==> config.mk <==
export PLATFORM = sky130hd
export DESIGN_NAME = fetch_unit
export DESIGN_NICKNAME = d
export VERILOG_FILES = /design/src/rtl/fetch_unit_pkg.sv /design/src/rtl/fetch_unit_pc_counter.sv /design/src/rtl/fetch_unit.sv
export SDC_FILE = /design/constraint.sdc
export NUM_CORES = 1
export LEC_CHECK = 0
export CAP_MARGIN = 5
export CORE_MARGIN = 2
export CORE_UTILIZATION = 40
export DETAILED_ROUTE_END_ITERATION = 16
export GPL_TIMING_DRIVEN = 0
export MAX_ROUTING_LAYER = met4
export PLACE_DENSITY = 0.82
export SYNTH_ARGS = -nofsm -noshare
export SYNTH_HDL_FRONTEND = slang
export SYNTH_HIERARCHICAL = 1
export SYNTH_SLANG_ARGS = --single-unit
==> constraint.sdc <==
create_clock -name clk -period 2.4 [get_ports clk]
set_clock_uncertainty 0.05 [all_clocks]
set_input_delay 0.72 -clock clk [delete_from_list [all_inputs] [get_ports clk]]
set_output_delay 0.72 -clock clk [all_outputs]
set_load 0.02 [all_outputs]
==> src/rtl/fetch_unit_pkg.sv <==
// Shared constants for the instruction fetch unit: state encodings, instruction
// word layout and default parameter values.
package fetch_unit_pkg;

    typedef enum logic [1:0] {
        ST_IDLE  = 2'd0,
        ST_REQ   = 2'd1,
        ST_LATCH = 2'd2
    } fetch_state_e;

    localparam int INSTR_W     = 16;
    localparam int OPC_HI      = 15;
    localparam int OPC_LO      = 11;
    localparam int OPC_W       = OPC_HI - OPC_LO + 1;
    localparam int DEF_ADDR_W  = 8;
    localparam int DEF_TIMEOUT = 15;

endpackage

==> src/rtl/fetch_unit_pc_counter.sv <==
// Program counter: synchronous reset to 0, load has priority over increment,
// increment wraps modulo 2^ADDR_W.
module fetch_unit_pc_counter #(
    parameter int ADDR_W = 8
) (
    input  logic              clk,
    input  logic              rst,
    input  logic              load_i,
    input  logic [ADDR_W-1:0] load_addr_i,
    input  logic              inc_i,
    output logic [ADDR_W-1:0] pc_o
);

    logic [ADDR_W-1:0] pc_q;

    always_ff @(posedge clk) begin
        if (rst) begin
            pc_q <= '0;
        end else if (load_i) begin
            pc_q <= load_addr_i;
        end else if (inc_i) begin
            pc_q <= pc_q + ADDR_W'(1);
        end
    end

    assign pc_o = pc_q;

endmodule

==> src/rtl/fetch_unit.sv <==
// Instruction fetch unit: issues one memory request per fetch, latches the
// returned word into ir, advances pc, and flags a sticky fault on ack timeout.
//
//   state    | meaning
//   ---------+---------------------------------------------------------
//   ST_IDLE  | waiting for fetch / pc_load from the control unit
//   ST_REQ   | mem_req held high, waiting for mem_ack or timeout
//   ST_LATCH | ir just updated, ir_valid high for this cycle only
module fetch_unit
    import fetch_unit_pkg::*;
#(
    parameter int ADDR_W  = DEF_ADDR_W,
    parameter int TIMEOUT = DEF_TIMEOUT
) (
    input  logic               clk,
    input  logic               rst,
    input  logic               fetch,
    input  logic               pc_load,
    input  logic [ADDR_W-1:0]  pc_load_addr,
    output logic               mem_req,
    output logic [ADDR_W-1:0]  mem_addr,
    input  logic               mem_ack,
    input  logic [INSTR_W-1:0] mem_data,
    output logic [INSTR_W-1:0] ir,
    output logic [OPC_W-1:0]   opcode,
    output logic               ir_valid,
    output logic [ADDR_W-1:0]  pc,
    output logic               busy,
    output logic               fault
);

    localparam int CNT_W = (TIMEOUT < 2) ? 1 : $clog2(TIMEOUT + 1);
    localparam logic [CNT_W-1:0] CNT_LAST = CNT_W'(TIMEOUT - 1);

    fetch_state_e       state_q, state_d;
    logic               mem_req_q, mem_req_d;
    logic [ADDR_W-1:0]  mem_addr_q, mem_addr_d;
    logic [INSTR_W-1:0] ir_q, ir_d;
    logic               ir_valid_q;
    logic               fault_q, fault_d;
    logic [CNT_W-1:0]   cnt_q, cnt_d;
    logic               pc_load_en;
    logic               pc_inc_en;

    fetch_unit_pc_counter #(
        .ADDR_W (ADDR_W)
    ) u_pc (
        .clk         (clk),
        .rst         (rst),
        .load_i      (pc_load_en),
        .load_addr_i (pc_load_addr),
        .inc_i       (pc_inc_en),
        .pc_o        (pc)
    );

    always_comb begin
        state_d    = state_q;
        mem_req_d  = mem_req_q;
        mem_addr_d = mem_addr_q;
        ir_d       = ir_q;
        fault_d    = fault_q;
        cnt_d      = cnt_q;
        pc_load_en = 1'b0;
        pc_inc_en  = 1'b0;

        case (state_q)
            ST_IDLE: begin
                pc_load_en = pc_load;
                if (fetch) begin
                    state_d    = ST_REQ;
                    mem_req_d  = 1'b1;
                    // A same-cycle load redirects this fetch to the new target.
                    mem_addr_d = pc_load ? pc_load_addr : pc;
                    cnt_d      = '0;
                end
            end
            ST_REQ: begin
                if (mem_ack) begin
                    ir_d      = mem_data;
                    pc_inc_en = 1'b1;
                    mem_req_d = 1'b0;
                    state_d   = ST_LATCH;
                end else if (cnt_q == CNT_LAST) begin
                    mem_req_d = 1'b0;
                    fault_d   = 1'b1;
                    state_d   = ST_IDLE;
                end else begin
                    cnt_d = cnt_q + CNT_W'(1);
                end
            end
            ST_LATCH: begin
                state_d = ST_IDLE;
            end
            default: begin
                state_d   = ST_IDLE;
                mem_req_d = 1'b0;
            end
        endcase
    end

    always_ff @(posedge clk) begin
        if (rst) begin
            state_q    <= ST_IDLE;
            mem_req_q  <= 1'b0;
            mem_addr_q <= '0;
            ir_q       <= '0;
            ir_valid_q <= 1'b0;
            fault_q    <= 1'b0;
            cnt_q      <= '0;
        end else begin
            state_q    <= state_d;
            mem_req_q  <= mem_req_d;
            mem_addr_q <= mem_addr_d;
            ir_q       <= ir_d;
            ir_valid_q <= (state_d == ST_LATCH);
            fault_q    <= fault_d;
            cnt_q      <= cnt_d;
        end
    end

    assign mem_req  = mem_req_q;
    assign mem_addr = mem_addr_q;
    assign ir       = ir_q;
    assign opcode   = ir_q[OPC_HI:OPC_LO];
    assign ir_valid = ir_valid_q;
    assign busy     = (state_q != ST_IDLE);
    assign fault    = fault_q;

endmodule

==> metrics list <==
* Slowest stage cell on the critical path: sky130_fd_sc_hd__or4_1
- The number of pins exceeding their max-slew limit in the final report came to 0.
* Initial core utilization: 0.413
* Quantity of I/O buffers inserted on ports: 67
- Max-cap viol count: 0
* VDD IR max: 0.242 mV
* Total count of hold-check failures in the final report: 0
* Power per Cell Area: 547 nW/µm²
* Leakage power: 1.00 nW
- Sw Pwr: 0.000420 W
- Cell internal power was estimated by the tool at 0.00109 W.
- DRC Markers: 0
* Total Routed Length: 4.62 mm
* Number of global-route vias before repair: 1630
* Total GRT Usage: 0.186
* Core box area: 4690 µm²
- By startpoint and endpoint, the worst setup path is classified as primary input to flip-flop.
- RSZ-0062 raised after global routing: false
* CTS tree: done
- The worst hold path belongs to the class flip-flop to flip-flop.
- The floorplan has 25 rows.
- Compared with the post-synthesis result, the final layout area differs by 42.2%.
- Synthesis inferred 41 register bits.
- Worst hold stages: 2
- Synth Cell Area: 1940 µm²
* Met2 layer usage reported by global route: 0.307
* Cell count of the worst reg-to-reg path: 9
- Iteration-0 DRC Markers: 72
* Avg Cell Area, Syn: 9.00 µm²
- Before antenna repair, the detailed router went through 4 iterations.
* Setup slack on the worst flop-to-flop path: 0.10 ns
- The share of the Yosys chip area taken by registers is 0.424.
* Total via count after detailed routing: 1739
- The die is 73.6 µm wide.
- Of the total power, registers draw 0.502.
* Number of cells after detailed placement: 336
- At the worst endpoint, the arrival time is 2.49 ns.
- For hold timing, the worst endpoint is ir[0].
- Transition at the pin with the smallest max-transition slack: 0.629 ns
- Timing-limited maximum frequency: 0.429 GHz
- Total setup violations reported at the end of the flow: 0
* Share of layout cells above drive strength 1: 0.131
- Gr ovfl total: 0
- Terminus of the critical flop-to-flop path: u_pc/pc_o[5]
* Die Y-Extent: 73.6 µm
- In the finished design, the share of the clock period the worst path needs comes to 0.970.
* Total die area: 5410 µm²
- On the worst path, the slowest cell contributes a delay of 0.48 ns.
- Placed cell areas: 2680 µm²
* Via density: 5.07
- Inserted Clock Buffers: 5
- Fraction of power consumed by the clock network: 0.270
* Number of different library cells in the post-synthesis netlist: 43
* Final-layout fill cell count: 421
- Worst EP required: 2.56 ns
* Start of the worst register-to-register path: state_q[1]
- Peak-usage layer in the global routing report: met2
- The tree is rooted in a sky130_fd_sc_hd__clkbuf_8.
- Clock period minus worst slack: 2.33 ns
* Post-DP HPWL: 3.52 mm
* Clock transition time at the flip-flop clock pins of the worst setup and hold paths: 0.07 ns
* Outcome: complete, no violations
- Maximum fanout along the worst path: 10
- The longest clock path from root to sink contains 2 buffers.
* Final ANT Viol Nets: 0
* NumNets Final: 322
- Global-route track usage on met3: 0.0329
- The worst hold path begins at ir[0].
* Source-to-sink clock delay at the later pin of the worst-skew pair: 0.29 ns
* Number of placed I/O pins: 70
- Layout Cell Area excl Fill: 2750 µm²
- The worst setup path is captured at a flip-flop.
* Worst Path Buf+Inv: 6
- For met1 alone, demand over resource in global routing was 0.230.
* List of cells traversed by the critical path: buf_2 > inv_1 > or2_1 > buf_6 > inv_8 > buf_12 > buf_8 > or3b_1 > or4_1 > o211ai_1
- In the final routed layout, each cell accounts on average for 13.5 µm.
- For this run, the number of Yosys warnings is 6.
- Cell class contributing the biggest share of worst-path delay: simple AND/OR/NAND/NOR gates
- The number of antenna violations at the first check in global routing is 0.
- Global-route wire length before repair: 7.56 mm
- Share of power burned in combinational logic: 0.228
* Routability congestion estimate: 0.829
- Headroom to the max-slew limit came out at 0.581.
- Of the total power, the share spent switching nets is 0.279.
* Total power: 0.00151 W
- Sink Count: 41
- CTS built an H-tree with a depth of 2.
- Non-filler instance count after layout: 343
- Fin Hold WS: 0.403 ns
* Post-synthesis cell count: 215
- Entering global routing, the biggest net connects 12 pins.
- Final core utilization: 0.587
* Startpoint types: primary input
* Synth Net Count: 247
- The number of antenna diodes in the final layout is 0.
tightest hold or removal path, stage by stage (launching register included):
cell and delay, ns:
sky130_fd_sc_hd__dfxtp_1 0.31, sky130_fd_sc_hd__nand2_1 0.05, sky130_fd_sc_hd__a21oi_1 0.05
flip-flops by register name, summed over array words and instances (netlist names):
| signal | flops |
|---|---|
| cnt_q | 4 |
| fault | 1 |
| ir | 16 |
| ir_valid | 1 |
| mem_addr | 8 |
| mem_req | 1 |
| state_q | 2 |
| u_pc/pc_o | 8 |
worst max-delay path by stage:
stage | start | to | cells after the start
5_1_grt | mem_ack | u_pc/pc_o[5] | 10
3_5_place_dp | mem_ack | u_pc/pc_o[5] | 10
3_3_place_gp | mem_ack | u_pc/pc_o[5] | 10
4_1_cts | mem_ack | u_pc/pc_o[5] | 10
6_report | mem_ack | u_pc/pc_o[5] | 10
2_1_floorplan | mem_ack | u_pc/pc_o[5] | 9
cell usage in the layout, fill, tap and decap left out, types with 4 or more instances in the layout:
master / n
sky130_fd_sc_hd__a211oi_1: 10
sky130_fd_sc_hd__a21oi_1: 15
sky130_fd_sc_hd__a21oi_2: 9
sky130_fd_sc_hd__buf_4: 7
sky130_fd_sc_hd__clkbuf_1: 5
sky130_fd_sc_hd__clkbuf_8: 6
sky130_fd_sc_hd__clkdlybuf4s50_1: 65
sky130_fd_sc_hd__dfxtp_1: 41
sky130_fd_sc_hd__inv_1: 6
sky130_fd_sc_hd__mux2i_1: 10
sky130_fd_sc_hd__nand2_1: 35
sky130_fd_sc_hd__nand3_1: 4
sky130_fd_sc_hd__nor2_1: 19
sky130_fd_sc_hd__o211ai_1: 4
sky130_fd_sc_hd__or4_1: 4
sky130_fd_sc_hd__xor2_1: 4
synthesized netlist by cell type (all sizes together):
master	number	area, µm²
dfxtp	41	821
nand2	36	138
a21oi	24	154
nor2	20	77.6
a211oi	11	87.6
buf	11	110
mux2i	10	100
clkbuf	7	37.5
inv	7	33.8
nand3	4	20.0
nor3b	4	41.3
o211ai	4	30.0
or4	4	30.0
xor2	4	35.0
ha	3	37.5
nand2b	3	26.3
nand4	3	18.8
nor3	3	15.0
a31oi	2	12.5
o22ai	2	12.5
or2	2	12.5
a311oi	1	8.76
a31o	1	8.76
a41oi	1	8.76
mux2	1	11.3
nor2b	1	6.26
nor4b	1	8.76
o21a	1	7.51
o21bai	1	7.51
o31a	1	8.76
or3b	1	8.76
per-stage QoR:
| stage | setup WS, ns | setup TNS [ns] |
|---|---|---|
| 2_1_floorplan | 0.0118 | 0 |
| 3_3_place_gp | -0.666 | -2.60 |
| 3_5_place_dp | -0.678 | -2.76 |
| 4_1_cts | 0.0881 | 0 |
| 5_1_grt | 0.0112 | 0 |
| 6_report | 0.0714 | 0 |
power by group through the flow:
stage	sequential (W)	clock, W	combinational (W)
after floorplan	0.000808	0	0.000150
after detailed placement	0.000771	0	0.000346
after CTS	0.000756	0.000423	0.000346
final	0.000756	0.000407	0.000343
after global routing	0.000762	0.000449	0.000370
after global placement	0.000769	0	0.000341
final cells by class:
class	instances	area (µm²)	share of cell area
well taps	54	67.6	0.0245
inverters	7	33.8	0.0123
clock inverters	1	5.00	0.00182
clock buffers	5	68.8	0.0250
flip-flops and latches	41	821	0.298
multi-input cells	149	933	0.339
plain buffers	18	151	0.0550
repair buffers	68	672	0.244
logic make-up after synthesis:
family          after synthesis  share of synthesized area
compound gates               49                      0.179
buf+inv                      25                     0.0937
simple gates                 82                      0.208
mux                          11                     0.0575
flops                        41                      0.424
fa+ha+maj                     3                     0.0194
xor+xnor                      4                     0.0181
what timing repair did:
item | CTS | global route
setup buffers | 1 | 0
gates resized for setup | 5 | 0
hold buffers | 0 | 0
endpoints found under the setup margin | 5 | 0
metal layers:
metal / share of wire / routed length, µm
met5: 0 / 0
met2: 0.52 / 2400
met4: 0.010 / 46
met3: 0.036 / 168
met1: 0.43 / 2000
Power figures use the tool's default switching activity.
